===== config.mk =====
export PLATFORM = sky130hd
export DESIGN_NAME = uart_tx_arbiter
export DESIGN_NICKNAME = d
export VERILOG_FILES = /design/src/rtl/uart_tx_arbiter_pkg.sv /design/src/rtl/uart_rr_pick.sv /design/src/rtl/uart_tx_arbiter.sv
export SDC_FILE = /design/constraint.sdc
export NUM_CORES = 1
export LEC_CHECK = 0
export CAP_MARGIN = 25
export CORE_ASPECT_RATIO = 1.2
export CORE_UTILIZATION = 49
export DETAILED_ROUTE_END_ITERATION = 10
export PLACE_DENSITY = 0.85
export SYNTH_ARGS = -nofsm -noshare
export SYNTH_HDL_FRONTEND = slang
export SYNTH_SLANG_ARGS = --single-unit

===== constraint.sdc =====
create_clock -name clk_baud -period 6.45 [get_ports clk_baud]
set_input_delay 1.29 -clock clk_baud [delete_from_list [all_inputs] [get_ports clk_baud]]
set_output_delay 1.29 -clock clk_baud [all_outputs]
set_load 0.02 [all_outputs]

===== src/rtl/uart_tx_arbiter_pkg.sv =====
// ----------------------------------------------------------------------------
// uart_tx_arbiter_pkg : shared UART framing constants and arbiter state codes
// Rev 1.0
// ----------------------------------------------------------------------------
`default_nettype none

package uart_tx_arbiter_pkg;

    localparam int DATA_W           = 8;
    localparam int FRAME_CYCLES_DEF = 10;

    typedef enum logic [1:0] {
        ST_IDLE = 2'd0,
        ST_SEND = 2'd1,
        ST_GAP  = 2'd2
    } arb_state_t;

endpackage

`default_nettype wire


===== src/rtl/uart_rr_pick.sv =====
// ----------------------------------------------------------------------------
// uart_rr_pick : combinational round-robin picker, searches from last+1 upward
// Rev 1.0
// ----------------------------------------------------------------------------
`default_nettype none

module uart_rr_pick #(
    parameter int N_REQ = 4,
    parameter int IDX_W = $clog2(N_REQ)
) (
    input  logic [N_REQ-1:0] req,
    input  logic [IDX_W-1:0] last,
    output logic             valid,
    output logic [IDX_W-1:0] index
);

    // Walk the ring from farthest to nearest so the nearest set bit wins.
    always_comb begin
        valid = 1'b0;
        index = '0;
        for (int k = N_REQ; k >= 1; k--) begin
            if (req[(int'(last) + k) % N_REQ]) begin
                valid = 1'b1;
                index = IDX_W'((int'(last) + k) % N_REQ);
            end
        end
    end

endmodule

`default_nettype wire


===== src/rtl/uart_tx_arbiter.sv =====
// ----------------------------------------------------------------------------
// uart_tx_arbiter : round-robin sharing of one uart_tx_moore between requesters
// Rev 1.0
// ----------------------------------------------------------------------------
`default_nettype none

module uart_tx_arbiter
    import uart_tx_arbiter_pkg::*;
#(
    parameter int N_REQ        = 4,
    parameter int FRAME_CYCLES = FRAME_CYCLES_DEF,
    parameter int GAP_CYCLES   = 1
) (
    input  logic                     clk_baud,
    input  logic                     rst,
    input  logic [N_REQ-1:0]         req,
    input  logic [DATA_W*N_REQ-1:0]  req_data,
    output logic [N_REQ-1:0]         gnt,
    output logic [DATA_W-1:0]        bus_out,
    output logic                     busy,
    output logic [$clog2(N_REQ)-1:0] grant_id,
    output logic                     zero_drop
);

    localparam int c_idx_w = $clog2(N_REQ);
    localparam int c_cnt_w = $clog2(FRAME_CYCLES + GAP_CYCLES + 1);

    arb_state_t          r_state,  w_state_nxt;
    logic [c_cnt_w-1:0]  r_cnt,    w_cnt_nxt;
    logic [c_idx_w-1:0]  r_last,   w_last_nxt;
    logic [N_REQ-1:0]    r_gnt,    w_gnt_nxt;
    logic [DATA_W-1:0]   r_bus,    w_bus_nxt;
    logic                r_busy,   w_busy_nxt;
    logic [c_idx_w-1:0]  r_gid,    w_gid_nxt;
    logic                r_zd,     w_zd_nxt;

    logic                w_arb;
    logic [N_REQ-1:0]    w_req_eff;
    logic                w_pick_valid;
    logic [c_idx_w-1:0]  w_pick_idx;
    logic [DATA_W-1:0]   w_pick_data;

    // A requester is invisible during the cycle its own gnt is showing.
    assign w_req_eff   = req & ~r_gnt;
    assign w_pick_data = DATA_W'(req_data >> (DATA_W * int'(w_pick_idx)));

    uart_rr_pick #(
        .N_REQ (N_REQ),
        .IDX_W (c_idx_w)
    ) u_pick (
        .req   (w_req_eff),
        .last  (r_last),
        .valid (w_pick_valid),
        .index (w_pick_idx)
    );

    always_ff @(posedge clk_baud or posedge rst) begin
        if (rst) begin
            r_state <= ST_IDLE;
            r_cnt   <= '0;
            r_last  <= c_idx_w'(N_REQ - 1);
            r_gnt   <= '0;
            r_bus   <= '0;
            r_busy  <= 1'b0;
            r_gid   <= '0;
            r_zd    <= 1'b0;
        end else begin
            r_state <= w_state_nxt;
            r_cnt   <= w_cnt_nxt;
            r_last  <= w_last_nxt;
            r_gnt   <= w_gnt_nxt;
            r_bus   <= w_bus_nxt;
            r_busy  <= w_busy_nxt;
            r_gid   <= w_gid_nxt;
            r_zd    <= w_zd_nxt;
        end
    end

    always_comb begin
        w_state_nxt = r_state;
        w_cnt_nxt   = r_cnt;
        w_last_nxt  = r_last;
        w_gnt_nxt   = '0;
        w_bus_nxt   = '0;
        w_busy_nxt  = r_busy;
        w_gid_nxt   = r_gid;
        w_zd_nxt    = 1'b0;
        w_arb       = 1'b0;

        case (r_state)
            ST_IDLE: w_arb = 1'b1;
            ST_SEND: begin
                if (r_cnt == '0) begin
                    if (GAP_CYCLES > 0) begin
                        w_state_nxt = ST_GAP;
                        w_cnt_nxt   = c_cnt_w'(GAP_CYCLES - 1);
                    end else begin
                        w_arb = 1'b1;
                    end
                end else begin
                    w_cnt_nxt = r_cnt - 1'b1;
                end
            end
            ST_GAP: begin
                if (r_cnt == '0) w_arb = 1'b1;
                else             w_cnt_nxt = r_cnt - 1'b1;
            end
            default: w_state_nxt = ST_IDLE;
        endcase

        if (w_arb) begin
            if (!w_pick_valid) begin
                w_state_nxt = ST_IDLE;
                w_busy_nxt  = 1'b0;
            end else begin
                w_gnt_nxt  = N_REQ'(1) << w_pick_idx;
                w_last_nxt = w_pick_idx;
                w_gid_nxt  = w_pick_idx;
                // A zero byte cannot be launched; hold at the arbitration point.
                if (w_pick_data == '0) begin
                    w_zd_nxt = 1'b1;
                end else begin
                    w_bus_nxt   = w_pick_data;
                    w_busy_nxt  = 1'b1;
                    w_state_nxt = ST_SEND;
                    w_cnt_nxt   = c_cnt_w'(FRAME_CYCLES - 1);
                end
            end
        end
    end

    assign gnt       = r_gnt;
    assign bus_out   = r_bus;
    assign busy      = r_busy;
    assign grant_id  = r_gid;
    assign zero_drop = r_zd;

endmodule

`default_nettype wire

==> results of run 1 <==
## power breakdown
part / switching (mW) / leakage, nW / internal, mW
registers: 0.0487 / 0.301 / 0.216
clock network: 0.0470 / 0.0150 / 0.0242
logic: 0.336 / 0.624 / 0.292
## synth_stat cells, drive strengths merged, types with 3 or more instances
library cell,number
nor2,8
nand2b,4
nand2,9
o211ai,6
nor3,4
buf,5
o21ai,4
dfrtp,22
inv,10
nor4,9
a21oi,9
and2b,3
o22ai,7
o21a,5
a211o,4
mux2i,17
a31oi,3
ha,6
## cells by family after synthesis
kind of cell / Yosys count / synth area share (%)
AOI/OAI and AO/OA: 49 / 24.0
buffers and inverters: 15 / 4.35
and+or+nand+nor: 52 / 19.9
muxes: 17 / 10.4
DFF: 24 / 36.8
adders and majority gates: 6 / 4.58
## area by class of cell
| class | count | area share [%] |
|---|---|---|
| timing repair buffer | 54 | 24.5 |
| sequential | 24 | 27.1 |
| multi-input combinational | 124 | 43.5 |
| inverter | 10 | 1.69 |
| tap | 36 | 2.02 |
| clock buffer | 4 | 1.18 |
## critical path, delay by kind of cell
family	cells	cell delay (ps)
AOI/OAI and AO/OA	3	760
buffers and inverters	2	720
and+or+nand+nor	1	330
muxes	1	260
## flip-flops by register name, summed over array words and instances, names as in the netlist
signal,cells
bus_out,8
r_cnt,4
zero_drop,1
gnt,4
grant_id,2
busy,1
r_state,2
r_last,2
## worst max path at each step
stage                      start    endpoint  cells past startpoint
after global routing      req[1]  bus_out[3]                      7
final                     req[1]  bus_out[2]                      7
after global placement    req[1]  bus_out[3]                      6
after detailed placement  req[1]  bus_out[2]                      6
after floorplan           req[1]    r_cnt[1]                      6
after CTS                 req[1]  bus_out[2]                      6
## metal layers
metal	GRT usage, %	vias to the layer above
met3	4.86	14
met4	8.97	0
met5	0	-
li1	-	730
met2	46.8	61
met1	28.1	738
## metrics by stage
| stage | power [mW] | instances | instance area [um2] | util, % | setup slack, ps |
|---|---|---|---|---|---|
| 2_1_floorplan | 0.702 | 163 | 1640 | - | 3740 |
| 3_3_place_gp | 0.850 | 247 | 2180 | 70.2 | 2850 |
| 3_5_place_dp | 0.878 | 247 | 2180 | 70.2 | 2660 |
| 4_1_cts | 0.950 | 251 | 2210 | 71.1 | 2940 |
| 5_1_grt | 1.03 | 252 | 2230 | 71.6 | 3210 |
| 6_report | 0.964 | 252 | 2230 | 71.6 | 3290 |
==> key figures, run 1 <==
Place
  – Detailed placement HPWL: 3.35 mm
  – Gpl congestion: 0.897
  – I/O Buffers: 53

Power
  – Pleak: 0.941 nW
  – PwrDens: 433 nW/um2
  – VDD IR max: 341 uV

Run status
  – Outcome: finished, final reports clean

Detailed routing
  – Vias post-DR: 1543
  – Initial drt markers: 89
  – Wire per inst: 17.1 um
  – Met2 WL: 2.39 mm
  – Met3 wire len: 222 um
  – WL met1: 1.64 mm
  – Final wirelength: 4.32 mm
  – TritonRoute pass-1 iters: 4
  – Via/cell ratio: 6.12
  – DRT antenna net count: 0
  – Post-route DRC violation count: 0
  – Uppermost layer routed: met4

GRT
  – GRT Residual Overflow: 0
  – Global-route usage over all layers: 25.7%
  – Largest net degree at the start of global routing: 25
  – Global-route wire length before repair: 6.63 mm
  – Antenna violations before repair: 0
  – Vias in the first global route: 1519

Floorplan
  – Core area: 3110 um2
  – Total I/O pin count: 54
  – Initial core utilization: 52.7%
  – Die Ht: 65.4 um
  – Die footprint: 3580 um2
  – FP Rows: 22
  – Chip width: 54.8 um

Clock tree
  – Setup Buffers After CTS: 0
  – Htree depth: 1
  – Hold_buf cts: 0
  – Skew-Pair Late Insertion Delay: 320 ps
  – Clock transition at path regs: 150 ps
  – CTS resizes: 0
  – Root Buffer: clkbuf_4
  – CTS buffer count: 3
  – CTS tree: yes
  – Clock sink total: 24
  – CTS Buffer Depth: 2

Worst setup path
  – Critical path required time: 6660 ps
  – Worst R2R Path Depth: 7
  – Worst reg-to-reg setup slack: 4000 ps
  – Critical path class: input pin to flip-flop
  – Critical path's slowest cell: clkdlybuf4s50_1
  – Startpoint Class: input pin
  – Worst-path cell chain: clkdlybuf4s50_1 > nor3b_1 > o22ai_1 > a21oi_2 > buf_8 > mux2i_1 > o32ai_2
  – Crit path capture type: flip-flop
  – Worst r2r dst: bus_out[2]
  – Worst-path maximum fanout: 13
  – Critical path arrival: 3370 ps
  – RR Startpoint: r_cnt[0]
  – Crit-path max cell delay: 480 ps

Synthesis
  – Synth top area share: 33.6%
  – Synth unique cells: 46
  – Mapped Cells: 163
  – Ys async rst share: 100%
  – Number of enable flip-flop cells after synthesis: 0
  – Synth Flop Type: dfrtp_1
  – Top cell type by total area after synthesis: dfrtp_1
  – Flops & latches, synth: 24
  – Yosys Warn Count: 0
  – Post-Syn Nets: 207
  – Mapped Avg Cell Area: 10.1 um2
  – Top post-synthesis cells by area: dfrtp_1 34%, mux2i_1 10%, ha_1 4.6%
  – Seq/Total Area, Yosys: 36.8%
  – Synthesized area: 1640 um2

Worst hold path
  – Hold EP: grant_id[1]
  – Hold path startpoint: grant_id[1]
  – HP Class: flip-flop to flip-flop
  – Hold path depth: 1

Timing
  – Worst-margin pin slew: 920 ps
  – WHS: 513 ps
  – Fin. Hold Viols: 0
  – Final Max Tran Viols: 0
  – Slew headroom: 38.6%
  – Total negative slack: 0 ps
  – Setup violations, final: 0
  – Max Fclk: 0.316 GHz
  – Tmin final: 3160 ps
  – Setup Skew: 16.4 ps
  – Final worst-path cycle share: 49.0%
  – RSZ-0062 raised after global routing: false

Layout
  – Fraction of layout cells with a size suffix above 1: 10.2%
  – Leading cell type in the layout, fill and taps excluded: clkdlybuf4s50_1
  – Antenna Diode Count: 0
  – Area Growth Syn to Fin: 35.8%
  – Multi-input gate area: 968 um2
  – Commonest cells after routing, fill and taps aside: 53 x clkdlybuf4s50_1, 22 x dfrtp_1, 17 x mux2i_1
  – # fillers: 223
  – FF/Latch Area: 603 um2
  – Final nets: 261

Run
  – Max-cap violations: 0
(Power assumes the default switching activity.)
==> run 2, diff against run 1 <==
CORE_UTILIZATION = 41   (was 49)
PLACE_DENSITY = 0.76   (was 0.85)
clock period = 2.75 ns   (was 6.45 ns; I/O delays follow)
==> run 2 against run 1 <==
Worst hold slack lost 4.6 ps; non-clock buffer count grew 3; critical path type unchanged; via count grew 0.91%; total power grew to 2.5 times the previous value; worst setup slack lost 2900 ps; sequential share of layout area shrank 1.1 points; largest power group unchanged; combinational power grew 140%; first-iteration DRC count shrank 55%; sequential cell count is the same; highest routed layer unchanged.
==> key figures, run 2 (synthesis gave the netlist of run 1 again) <==
Run status
  – Outcome: finished, final reports clean

Place
  – Detailed placement HPWL: 3.57 mm
  – Cell Area, Placed: 2250 um2
  – I/O Buffers: 53
  – Dpl ws: 77.2 ps
  – Gpl congestion: 0.907

Floorplan
  – FP Rows: 24
  – Initial core utilization: 44.0%
  – Die Ht: 71.3 um
  – Core area: 3720 um2
  – Chip width: 59.7 um
  – Total I/O pin count: 54
  – Die footprint: 4260 um2

Timing
  – Tmin final: 2410 ps
  – Worst-margin pin slew: 606 ps
  – Total negative slack: 0 ps
  – Setup Skew: 17.0 ps
  – RSZ-0062 raised after global routing: false
  – WHS: 508 ps
  – Fin. Hold Viols: 0
  – Max Fclk: 0.415 GHz
  – Setup violations, final: 0
  – Slew headroom: 59.4%
  – PnR worst setup slack: 339 ps
  – Final Max Tran Viols: 0
  – Final worst-path cycle share: 87.7%

GRT
  – Global-route wire length before repair: 7.19 mm
  – GRT Residual Overflow: 0
  – Largest net degree at the start of global routing: 25
  – Global-route usage over all layers: 22.2%
  – Vias in the first global route: 1601
  – Antenna violations before repair: 0

Clock tree
  – Skew-Pair Late Insertion Delay: 280 ps
  – CTS Buffer Depth: 2
  – Htree depth: 1
  – Clock transition at path regs: 100 ps
  – CTS resizes: 0
  – Root Buffer: clkbuf_8
  – Clock sink total: 24
  – Hold_buf cts: 0
  – CTS buffer count: 3
  – Setup Buffers After CTS: 0
  – CTS tree: yes

Worst setup path
  – Worst r2r dst: r_cnt[1]
  – Worst-path maximum fanout: 7
  – Critical path class: input pin to flip-flop
  – Critical path arrival: 2560 ps
  – RR Startpoint: r_last[1]
  – Worst R2R Path Depth: 5
  – Critical path required time: 2900 ps
  – Crit path capture type: flip-flop
  – Startpoint Class: input pin
  – Worst reg-to-reg setup slack: 530 ps

Layout
  – Area Growth Syn to Fin: 41.5%
  – Antenna Diode Count: 0
  – Post-layout instance area: 2320 um2
  – Leading cell type in the layout, fill and taps excluded: clkdlybuf4s50_1
  – Fraction of layout cells with a size suffix above 1: 11.9%
  – Final nets: 264
  – Commonest cells after routing, fill and taps aside: 53 x clkdlybuf4s50_1, 22 x dfrtp_1, 17 x mux2i_1
  – Max reg flops: 8

Power
  – PwrDens: 1060 nW/um2
  – VDD IR max: 480 uV
  – Total design power: 2.45 mW
  – Pleak: 0.979 nW

Worst hold path
  – HP Class: flip-flop to flip-flop
  – Hold path depth: 1
  – Hold path startpoint: grant_id[1]
  – Hold EP: grant_id[1]

Detailed routing
  – TritonRoute pass-1 iters: 4
  – Via/cell ratio: 5.75
  – Final wirelength: 4.41 mm
  – Initial drt markers: 40
  – Wire per inst: 16.3 um
  – Vias post-DR: 1557
  – Post-route DRC violation count: 0
  – DRT antenna net count: 0

Run
  – Max-cap violations: 0
-- run 2: critical path: stages --
cell	delay [ps]
clkdlybuf4s50_1	490
nor4b_1	280
a311oi_1	140
a211o_2	440
or3_1	490
o211a_1	180
-- run 2: layout make-up --
class,instances,area [um2]
timing repair buffer,57,573
sequential,24,603
tap,52,65.1
multi-input combinational,124,968
fill,338,1410
inverter,10,37.5
clock buffer,3,41.3
clock inverter,1,30.0
-- run 2: worst max-delay path by stage --
stage / from / endpoint / slack (ps) / cells after the start
2_1_floorplan: r_cnt[0] / r_cnt[1] / 690 / 8
3_3_place_gp: req[1] / r_cnt[2] / 160 / 6
3_5_place_dp: req[1] / r_cnt[1] / 80 / 6
4_1_cts: req[1] / r_cnt[1] / 350 / 6
5_1_grt: req[1] / r_cnt[1] / 280 / 6
6_report: req[1] / r_cnt[1] / 340 / 6
-- run 2: where the power goes --
group / switching, mW / internal [mW] / leakage [nW]
sequential: 0.115 / 0.507 / 0.301
clock: 0.119 / 0.195 / 0.0357
combinational: 0.804 / 0.707 / 0.642
-- run 2: metrics by stage --
stage / utilization, % / std cells
floorplan: - / 163
global placement: 60.3 / 267
detailed placement: 60.3 / 267
CTS: 62.3 / 271
global route: 62.3 / 271
finish: 62.3 / 271
-- run 2: layer usage --
layer | track usage (%) | vias to the layer above | wire length [um]
met5 | 0 | - | 0
met4 | 7.24 | 0 | 85
met3 | 4.15 | 10 | 262
met2 | 40.4 | 69 | 2320
met1 | 25.5 | 742 | 1740
li1 | - | 736 | -
==> run 3, diff against run 2 <==
CORE_UTILIZATION = 46   (was 41)
PLACE_DENSITY = 0.8   (was 0.76)
clock period = 2.3 ns   (was 2.75 ns; I/O delays follow)
==> run 3 against run 2 <==
Final cell count fell by 0.74%; die area fell by 11%; global-route usage rose by 2.2 points; worst setup slack got worse by 220 ps; clock power fell by 7.3%; sequential cell count did not move; sequential share of layout area fell by 0.55 points; cell area rose by 2.2%; critical path type unchanged; largest cell class unchanged.
==> key figures, run 3 (synthesis gave the netlist of run 1 again) <==
Run status
  – Outcome: finished, final reports clean

Clock tree
  – CTS tree: yes
  – CTS Buffer Depth: 2
  – Htree depth: 1
  – Hold_buf cts: 0
  – Root Buffer: clkbuf_8
  – CTS buffer count: 3
  – Clock transition at path regs: 90 ps
  – Setup Buffers After CTS: 0
  – CTS resizes: 0
  – Clock sink total: 24
  – Skew-Pair Late Insertion Delay: 270 ps

Detailed routing
  – TritonRoute pass-1 iters: 4
  – Post-route DRC violation count: 0
  – Initial drt markers: 57
  – Wire per inst: 16.3 um
  – Final wirelength: 4.37 mm
  – Vias post-DR: 1596
  – Via/cell ratio: 5.93
  – DRT antenna net count: 0

Timing
  – Setup violations, final: 0
  – PnR worst setup slack: 121 ps
  – Final worst-path cycle share: 94.8%
  – WHS: 502 ps
  – Total negative slack: 0 ps
  – Fin. Hold Viols: 0
  – Slew headroom: 70.9%
  – RSZ-0062 raised after global routing: false
  – Worst-margin pin slew: 432 ps
  – Setup Skew: 1.63 ps
  – Tmin final: 2180 ps
  – Final Max Tran Viols: 0
  – Max Fclk: 0.459 GHz

Layout
  – Leading cell type in the layout, fill and taps excluded: clkdlybuf4s50_1
  – Area Growth Syn to Fin: 44.5%
  – Antenna Diode Count: 0
  – Fraction of layout cells with a size suffix above 1: 16.8%
  – Max reg flops: 8
  – # fillers: 267
  – Commonest cells after routing, fill and taps aside: 53 x clkdlybuf4s50_1, 22 x dfrtp_1, 17 x mux2i_1, 17 x buf_4, 10 x inv_1
  – Final nets: 277

GRT
  – Antenna violations before repair: 0
  – Global-route wire length before repair: 7.20 mm
  – Vias in the first global route: 1713
  – GRT Residual Overflow: 0
  – Global-route usage over all layers: 24.5%
  – Largest net degree at the start of global routing: 25

Floorplan
  – Die Ht: 67.4 um
  – Die footprint: 3810 um2
  – Total I/O pin count: 54
  – Chip width: 56.5 um
  – Core area: 3370 um2
  – Initial core utilization: 48.7%
  – FP Rows: 23

Worst setup path
  – Critical path arrival: 2320 ps
  – Critical path class: input pin to flip-flop
  – Crit path capture type: flip-flop
  – Critical path required time: 2440 ps
  – Worst-path maximum fanout: 8
  – Startpoint Class: input pin

Worst hold path
  – HP Class: flip-flop to flip-flop

Place
  – I/O Buffers: 53
  – Detailed placement HPWL: 3.56 mm
  – Dpl ws: -145 ps
  – Gpl congestion: 0.884

Power
  – VDD IR max: 820 uV
  – PwrDens: 1220 nW/um2
  – Pleak: 1.03 nW

Run
  – Max-cap violations: 0
[run 3: cell count changes in the layout (fill, tap and decap cells not counted), sizes merged]
cell	delta
clkbuf	+1
bufinv	-1
buf	+13
[run 3: stage by stage]
stage	cell area, um2	util, %	total power, mW	cells
6_report	2370	70.3	2.89	269
5_1_grt	2370	70.3	3.09	269
4_1_cts	2370	70.3	2.89	269
3_5_place_dp	2310	68.7	2.59	265
3_3_place_gp	2310	68.7	2.52	265
2_1_floorplan	1640	-	1.97	163
[run 3: critical path: stages]
cell	delay [ps]
clkdlybuf4s50_1	480
nor3b_1	350
o22ai_1	220
a21oi_2	210
buf_4	210
mux2i_1	270
o32ai_2	120
[run 3: cell type report]
| cell class | instances | area [um2] | share of cell area (%) |
|---|---|---|---|
| multi-input combinational | 124 | 968 | 40.9 |
| inverter | 10 | 37.5 | 1.58 |
| timing repair buffer | 70 | 658 | 27.8 |
| tap | 37 | 46.3 | 1.95 |
| sequential | 24 | 603 | 25.5 |
| clock buffer | 4 | 55.1 | 2.32 |
[run 3: where the power goes]
group | switching (mW) | internal (mW)
Clock | 0.138 | 0.153
Sequential | 0.134 | 0.606
Combinational | 0.955 | 0.910
[run 3: layer usage]
metal	up-vias	track usage [%]	routed length, um
li1	763	-	-
met1	764	24.9	1660
met2	55	47.1	2380
met3	14	4.41	205
met4	0	13.7	123
met5	-	0	0
[run 3: final timing paths]
check                                    to  slack (ps)  depth (start not counted)         from
worst max-delay path             bus_out[2]         120                          7       req[1]
worst min-delay path            grant_id[0]         500                          1  grant_id[0]
worst max register to register     r_cnt[1]         190                          7     r_cnt[1]
worst min register to register  grant_id[0]         500                          1  grant_id[0]
max in group asynchronous         r_last[1]        1480                          3          rst
min in group asynchronous        bus_out[2]         530                          3          rst
